File: src/rtl/mem_req_arbiter.sv
// Dual-channel round-robin arbiter with in-order tag FIFOs that route memory acks back to their requesters.
// Optional build macro MEM_ARB_RET_CHECK_EN adds ack address checking that drives a sticky ret_error.

module mem_req_arbiter_fifo #(
   parameter int W     = 4,
   parameter int DEPTH = 8
) (
   input  logic         clk,
   input  logic         reset,
   input  logic         push,
   input  logic [W-1:0] din,
   input  logic         pop,
   output logic [W-1:0] dout,
   output logic         empty,
   output logic         full
);
   localparam int PW = $clog2(DEPTH);

   logic [W-1:0] mem [DEPTH];
   logic [PW-1:0] wp, rp;
   logic [PW:0]   cnt;

   assign dout  = mem[rp];
   assign empty = (cnt == '0);
   assign full  = (cnt == (PW+1)'(DEPTH));

   always_ff @(posedge clk) begin
      if (reset) begin
         wp  <= '0;
         rp  <= '0;
         cnt <= '0;
      end else begin
         if (push) wp <= wp + 1'b1;
         if (pop)  rp <= rp + 1'b1;
         if (push && !pop)      cnt <= cnt + 1'b1;
         else if (pop && !push) cnt <= cnt - 1'b1;
      end
   end

   always_ff @(posedge clk) begin
      if (push) mem[wp] <= din;
   end
endmodule

module mem_req_arbiter #(
   parameter int NUM_REQ   = 4,
   parameter int AW        = 16,
   parameter int DW        = 16,
   parameter int OUT_DEPTH = 8
) (
   input  logic                  clk,
   input  logic                  reset,
   input  logic [NUM_REQ-1:0]    req_valid,
   input  logic [NUM_REQ-1:0]    req_write,
   input  logic [NUM_REQ*AW-1:0] req_address,
   input  logic [NUM_REQ*DW-1:0] req_data,
   output logic [NUM_REQ-1:0]    req_ready,
   output logic [NUM_REQ-1:0]    wr_resp_valid,
   output logic [AW-1:0]         wr_resp_address,
   output logic [NUM_REQ-1:0]    rd_resp_valid,
   output logic [AW-1:0]         rd_resp_address,
   output logic [DW-1:0]         rd_resp_data,
   output logic [AW-1:0]         wr_address,
   output logic [DW-1:0]         wr_data,
   output logic                  wr_en,
   input  logic [AW-1:0]         wr_ret_address,
   input  logic                  wr_ret_ack,
   output logic [AW-1:0]         rd_address,
   output logic                  rd_en,
   input  logic [DW-1:0]         rd_ret_data,
   input  logic [AW-1:0]         rd_ret_address,
   input  logic                  rd_ret_ack,
   output logic                  ret_error
);
   localparam int IDW = $clog2(NUM_REQ);
`ifdef MEM_ARB_RET_CHECK_EN
   localparam int TW = IDW + AW;
`else
   localparam int TW = IDW;
`endif

   logic [NUM_REQ-1:0][AW-1:0] addr_a;
   logic [NUM_REQ-1:0][DW-1:0] data_a;
   assign addr_a = req_address;
   assign data_a = req_data;

   // Rotate candidates so index 0 is the pointer, then take the first set bit.
   function automatic logic [IDW:0] rr_pick(input logic [NUM_REQ-1:0] cand,
                                            input logic [IDW-1:0] ptr);
      logic [2*NUM_REQ-1:0] rot;
      logic                 found;
      logic [IDW-1:0]       sel;
      int                   s;
      rot   = {cand, cand} >> ptr;
      found = 1'b0;
      sel   = '0;
      for (int k = 0; k < NUM_REQ; k++) begin
         if (!found && rot[k]) begin
            found = 1'b1;
            s = int'(ptr) + k;
            if (s >= NUM_REQ) s = s - NUM_REQ;
            sel = IDW'(s);
         end
      end
      return {found, sel};
   endfunction

   function automatic logic [NUM_REQ-1:0] onehot(input logic [IDW-1:0] id);
      return {{(NUM_REQ-1){1'b0}}, 1'b1} << id;
   endfunction

   function automatic logic [IDW-1:0] ptr_next(input logic [IDW-1:0] id);
      return (id == IDW'(NUM_REQ-1)) ? '0 : id + 1'b1;
   endfunction

   logic [IDW-1:0] wr_ptr, rd_ptr, wr_win, rd_win;
   logic           wr_found, rd_found, wr_xfer, rd_xfer, wr_pop, rd_pop;
   logic           wr_full, rd_full, wr_empty, rd_empty;
   logic [TW-1:0]  wr_tag, rd_tag, wr_head, rd_head;

   always_comb begin
      {wr_found, wr_win} = rr_pick(req_valid & req_write, wr_ptr);
      {rd_found, rd_win} = rr_pick(req_valid & ~req_write, rd_ptr);
   end

   // A full FIFO blocks grants even when a pop lands in the same cycle.
   assign wr_xfer   = wr_found & ~wr_full & ~reset;
   assign rd_xfer   = rd_found & ~rd_full & ~reset;
   assign req_ready = (wr_xfer ? onehot(wr_win) : '0) | (rd_xfer ? onehot(rd_win) : '0);
   assign wr_pop    = wr_ret_ack & ~wr_empty;
   assign rd_pop    = rd_ret_ack & ~rd_empty;

`ifdef MEM_ARB_RET_CHECK_EN
   assign wr_tag = {addr_a[wr_win], wr_win};
   assign rd_tag = {addr_a[rd_win], rd_win};
`else
   assign wr_tag = wr_win;
   assign rd_tag = rd_win;
`endif

   mem_req_arbiter_fifo #(.W(TW), .DEPTH(OUT_DEPTH)) u_wr_fifo (
      .clk(clk), .reset(reset), .push(wr_xfer), .din(wr_tag), .pop(wr_pop),
      .dout(wr_head), .empty(wr_empty), .full(wr_full)
   );

   mem_req_arbiter_fifo #(.W(TW), .DEPTH(OUT_DEPTH)) u_rd_fifo (
      .clk(clk), .reset(reset), .push(rd_xfer), .din(rd_tag), .pop(rd_pop),
      .dout(rd_head), .empty(rd_empty), .full(rd_full)
   );

   always_ff @(posedge clk) begin
      if (reset) begin
         wr_ptr          <= '0;
         rd_ptr          <= '0;
         wr_en           <= 1'b0;
         rd_en           <= 1'b0;
         wr_address      <= '0;
         wr_data         <= '0;
         rd_address      <= '0;
         wr_resp_valid   <= '0;
         wr_resp_address <= '0;
         rd_resp_valid   <= '0;
         rd_resp_address <= '0;
         rd_resp_data    <= '0;
      end else begin
         wr_en <= wr_xfer;
         if (wr_xfer) begin
            wr_address <= addr_a[wr_win];
            wr_data    <= data_a[wr_win];
            wr_ptr     <= ptr_next(wr_win);
         end
         rd_en <= rd_xfer;
         if (rd_xfer) begin
            rd_address <= addr_a[rd_win];
            rd_ptr     <= ptr_next(rd_win);
         end
         wr_resp_valid <= wr_pop ? onehot(wr_head[IDW-1:0]) : '0;
         if (wr_pop) wr_resp_address <= wr_ret_address;
         rd_resp_valid <= rd_pop ? onehot(rd_head[IDW-1:0]) : '0;
         if (rd_pop) begin
            rd_resp_address <= rd_ret_address;
            rd_resp_data    <= rd_ret_data;
         end
      end
   end

`ifdef MEM_ARB_RET_CHECK_EN
   logic err_q, wr_bad, rd_bad;
   assign wr_bad = wr_ret_ack & (wr_empty | (wr_head[TW-1:IDW] != wr_ret_address));
   assign rd_bad = rd_ret_ack & (rd_empty | (rd_head[TW-1:IDW] != rd_ret_address));

   always_ff @(posedge clk) begin
      if (reset) err_q <= 1'b0;
      else       err_q <= err_q | wr_bad | rd_bad;
   end
   assign ret_error = err_q;
`else
   assign ret_error = 1'b0;
`endif
endmodule

File: config.mk
export PLATFORM = sky130hd
export DESIGN_NAME = mem_req_arbiter
export DESIGN_NICKNAME = d
export VERILOG_FILES = /design/src/rtl/mem_req_arbiter.sv
export SDC_FILE = /design/constraint.sdc
export NUM_CORES = 1
export LEC_CHECK = 0
export CAP_MARGIN = 20
export CORE_MARGIN = 2
export CORE_UTILIZATION = 46
export CTS_BUF_LIST = sky130_fd_sc_hd__clkbuf_8
export CTS_CLUSTER_DIAMETER = 60
export DETAILED_ROUTE_END_ITERATION = 8
export HOLD_SLACK_MARGIN = 0.12
export PLACE_DENSITY = 0.87
export SKIP_CTS_REPAIR_TIMING = 1
export SYNTH_ARGS = -nofsm -noshare
export SYNTH_HDL_FRONTEND = slang
export SYNTH_SLANG_ARGS = --single-unit
export TNS_END_PERCENT = 50
File: constraint.sdc
create_clock -name clk -period 3.35 [get_ports clk]
set_clock_uncertainty 0.1 [all_clocks]
set_input_delay 0.5025 -clock clk [delete_from_list [all_inputs] [get_ports clk]]
set_output_delay 0.5025 -clock clk [all_outputs]
set_load 0.02 [all_outputs]
==> results.toml <==
[drt]
drt-wirelength-per-cell_um = 17.66
via_count = 7242
initialDrtViolationCount = 315
ant_nets = 0
post-route-drc-count = 0
drt_first_pass_iters = 4
drt-total-wl_mm = 23.54
vias_per_cell = 5.433

[critical_path]
cp.required_ns = 2.75
cp-start-kind = "primary input"
cp-startpoint = "req_write[2]"
cp_max_fo = 6
worstPathCellList = "clkdlybuf4s50_1 > buf_4 > nand2_2 > o21a_1 > a22oi_4 > inv_1 > ha_1 > a22o_1 > dlymetal6s2s_1"
cpPeakStageDelay_ns = 0.58
r2r-start = "u_rd_fifo.cnt[1]"
cpMaxStageDelayCell = "clkdlybuf4s50_1"
end_kind = "output port"
arrival_ns = 2.51
criticalPathCategory = "primary input to output port"

[floorplan]
core_sq_um = 17180
ios = 299
start_util = 0.4668
fp.dieW_um = 136.0
rows = 48
die_area_sq_um = 18500
die_y_um = 136.0

[global_route]
grt_max_degree = 75
grt_pass1_wl_mm = 36.98
grtUsageTotal = 0.2546
grt_pass1_vias = 7381
antenna_found_initial = 0
grt_overflow_total = 0

[clock_network]
path_clk_slew_ns = 0.08
cts_buffers = 17
cts_tree = "done"
cts_root_buf = "clkbuf_8"
clkSinkCount = 168
clk_latency_ns = 0.45
h-tree-depth = 4
clockBufferDepth = 2

[synthesis]
netlist_area_sq_um = 8018
synth_area_per_cell_sq_um = 10.09
ys_ff_latch = 168
synth-edff-count = 32
yosys_warnings = 0
synthArstFlopShare = 0
ys_seq_area_frac = 0.4594
syn_nets = 1003
synthCells = 795
synth_ff_type = "dfxtp_1"
yosysUniqueCellTypes = 59

[worst_hold_path]
hp-class = "flop to flop"
hp-start = "wr_resp_address[3]"

[placement]
pre_cts_slack_ns = -0.09887
io_buffers = 297
hpwl_mm = 17.33
gp_congestion = 0.8817

[layout]
diodes = 0
finalNetCount = 1303
area_delta_synth_final_pct = 45.16
drive_gt1_frac = 0.1128

[timing]
setup_violations = 0
drv_slew = 0
period_share = 0.9292
tightest_slew_ns = 0.7805
fmax_ghz = 0.3212
tns_ns = 0
rsz0062_at_grt = "false"
hold_viol_final = 0
slew_headroom = 0.4797
final.setup.worst_slack_ns = 0.2371
finalCriticalPeriod_ns = 3.113

[power]
powerDensity_nw_per_um2 = 633.2
ir_worst_vdd_v = 0.0003681
power_uw = 7370
p_leak_uw = 0.004476

[flow_run]
cap_violations = 0

[status]
outcome = "complete, no violations"
-- state kept, by name, summed over array words and instances (netlist names), 2 cells and up, named ones only --
signal and count:
rd_address 16, rd_resp_address 16, rd_resp_data 16, u_rd_fifo.mem 16, u_wr_fifo.mem 16, wr_address 16, wr_data 16, wr_resp_address 16
rd_resp_valid 4, u_rd_fifo.cnt 4, u_wr_fifo.cnt 4, wr_resp_valid 4, u_rd_fifo.rp 3, u_rd_fifo.wp 3, u_wr_fifo.rp 3, u_wr_fifo.wp 3
rd_ptr 2, wr_ptr 2
-- placed cells by master, fill, tap and decap left out, drive strengths merged, types with 3 or more instances in the layout --
cell / netlist / layout
nor3b: 7 / 7
o21a: 3 / 3
nor2: 31 / 31
a22o: 4 / 4
ha: 18 / 18
buf: 33 / 44
nor4b: 4 / 4
and4: 11 / 11
clkbuf: 26 / 17
nor2b: 3 / 3
o221ai: 16 / 16
clkdlybuf4s50: 0 / 292
nand4: 3 / 3
dlymetal6s2s: 0 / 4
a211oi: 11 / 11
xnor2: 8 / 8
nand2: 136 / 136
mux4: 8 / 8
inv: 15 / 24
dfxtp: 136 / 136
nand3: 16 / 16
xor2: 6 / 6
clkinv: 1 / 5
a21oi: 91 / 91
nor4: 3 / 3
o21ai: 23 / 23
or3: 5 / 5
a221oi: 33 / 33
edfxtp: 32 / 32
nor3: 6 / 6
mux2i: 80 / 80
-- synthesized netlist by cell type (7+ instances only) --
cell type	instances	area (sq um)
mux4_2	8	180.2
edfxtp_1	32	960.9
a221oi_2	32	480.5
nor3b_1	7	52.55
buf_4	8	60.06
and4_1	11	96.34
o221ai_1	16	140.1
dfxtp_1	136	2723
inv_1	10	37.54
nor2_1	29	108.9
clkbuf_1	26	97.59
buf_2	19	95.09
o21ai_1	14	70.07
mux2i_1	80	800.8
a21oi_1	90	450.4
a211oi_1	11	82.58
ha_1	18	225.2
xnor2_1	8	70.07
nand2_1	135	506.7
o21ai_0	8	40.04
nand3_1	16	80.08
-- worst paths after layout --
check,end,slack (ns),cells past startpoint
worst max-delay path,req_ready[1],0.24,9
worst min-delay path,wr_resp_address[3],0.36,2
worst max register to register,u_rd_fifo.cnt[3],0.55,12
worst min register to register,wr_resp_address[3],0.36,2
-- logic make-up after synthesis --
kind of cell               synth area share
buffers and inverters               0.04963
AOI/OAI and AO/OA                    0.1827
and+or+nand+nor                      0.1356
adders and majority gates           0.03308
xor gates and xnor gates            0.01529
other                             0.0004677
DFF                                  0.4594
muxes                                0.1238
-- layer usage --
metal	vias to the layer above	global-route usage	share of wire
met5	-	0	0
met4	0	0.1094	0.028
met3	42	0.08240	0.090
met2	300	0.4472	0.49
met1	3398	0.2816	0.39
li1	3502	-	-
-- critical path: cells and delay by family --
family          cells  cell delay, ns
compound gates      3            0.68
fa+ha+maj           1            0.19
buf+inv             4            1.05
simple gates        1            0.08
-- final cells by class --
type                       count  area, sq um
inverter                      16        60.06
clock buffer                  17        234.0
multi-input combinational    552         3941
fill                        1358         5538
sequential                   168         3684
timing repair buffer         340         3313
tap                          225        281.5
clock inverter                15        125.1
-- metrics by stage --
stage	std cells	utilization	hold slack [ns]	area, sq um
finish	1333	0.6776	0.3562	11640
global route	1333	0.6776	0.3760	11640
CTS	1333	0.6770	0.3590	11630
detailed placement	1301	0.6561	0.3461	11270
global placement	1301	0.6561	0.3380	11270
floorplan	795	-	0.3541	8018
-- report_power, final --
group	total (uW)	internal [uW]	switching (uW)
registers	2810	2500	311
logic	3200	1520	1690
clock network	1350	591	761
total	7370	4610	2760
Note: power is estimated with default switching activity, not from simulation.
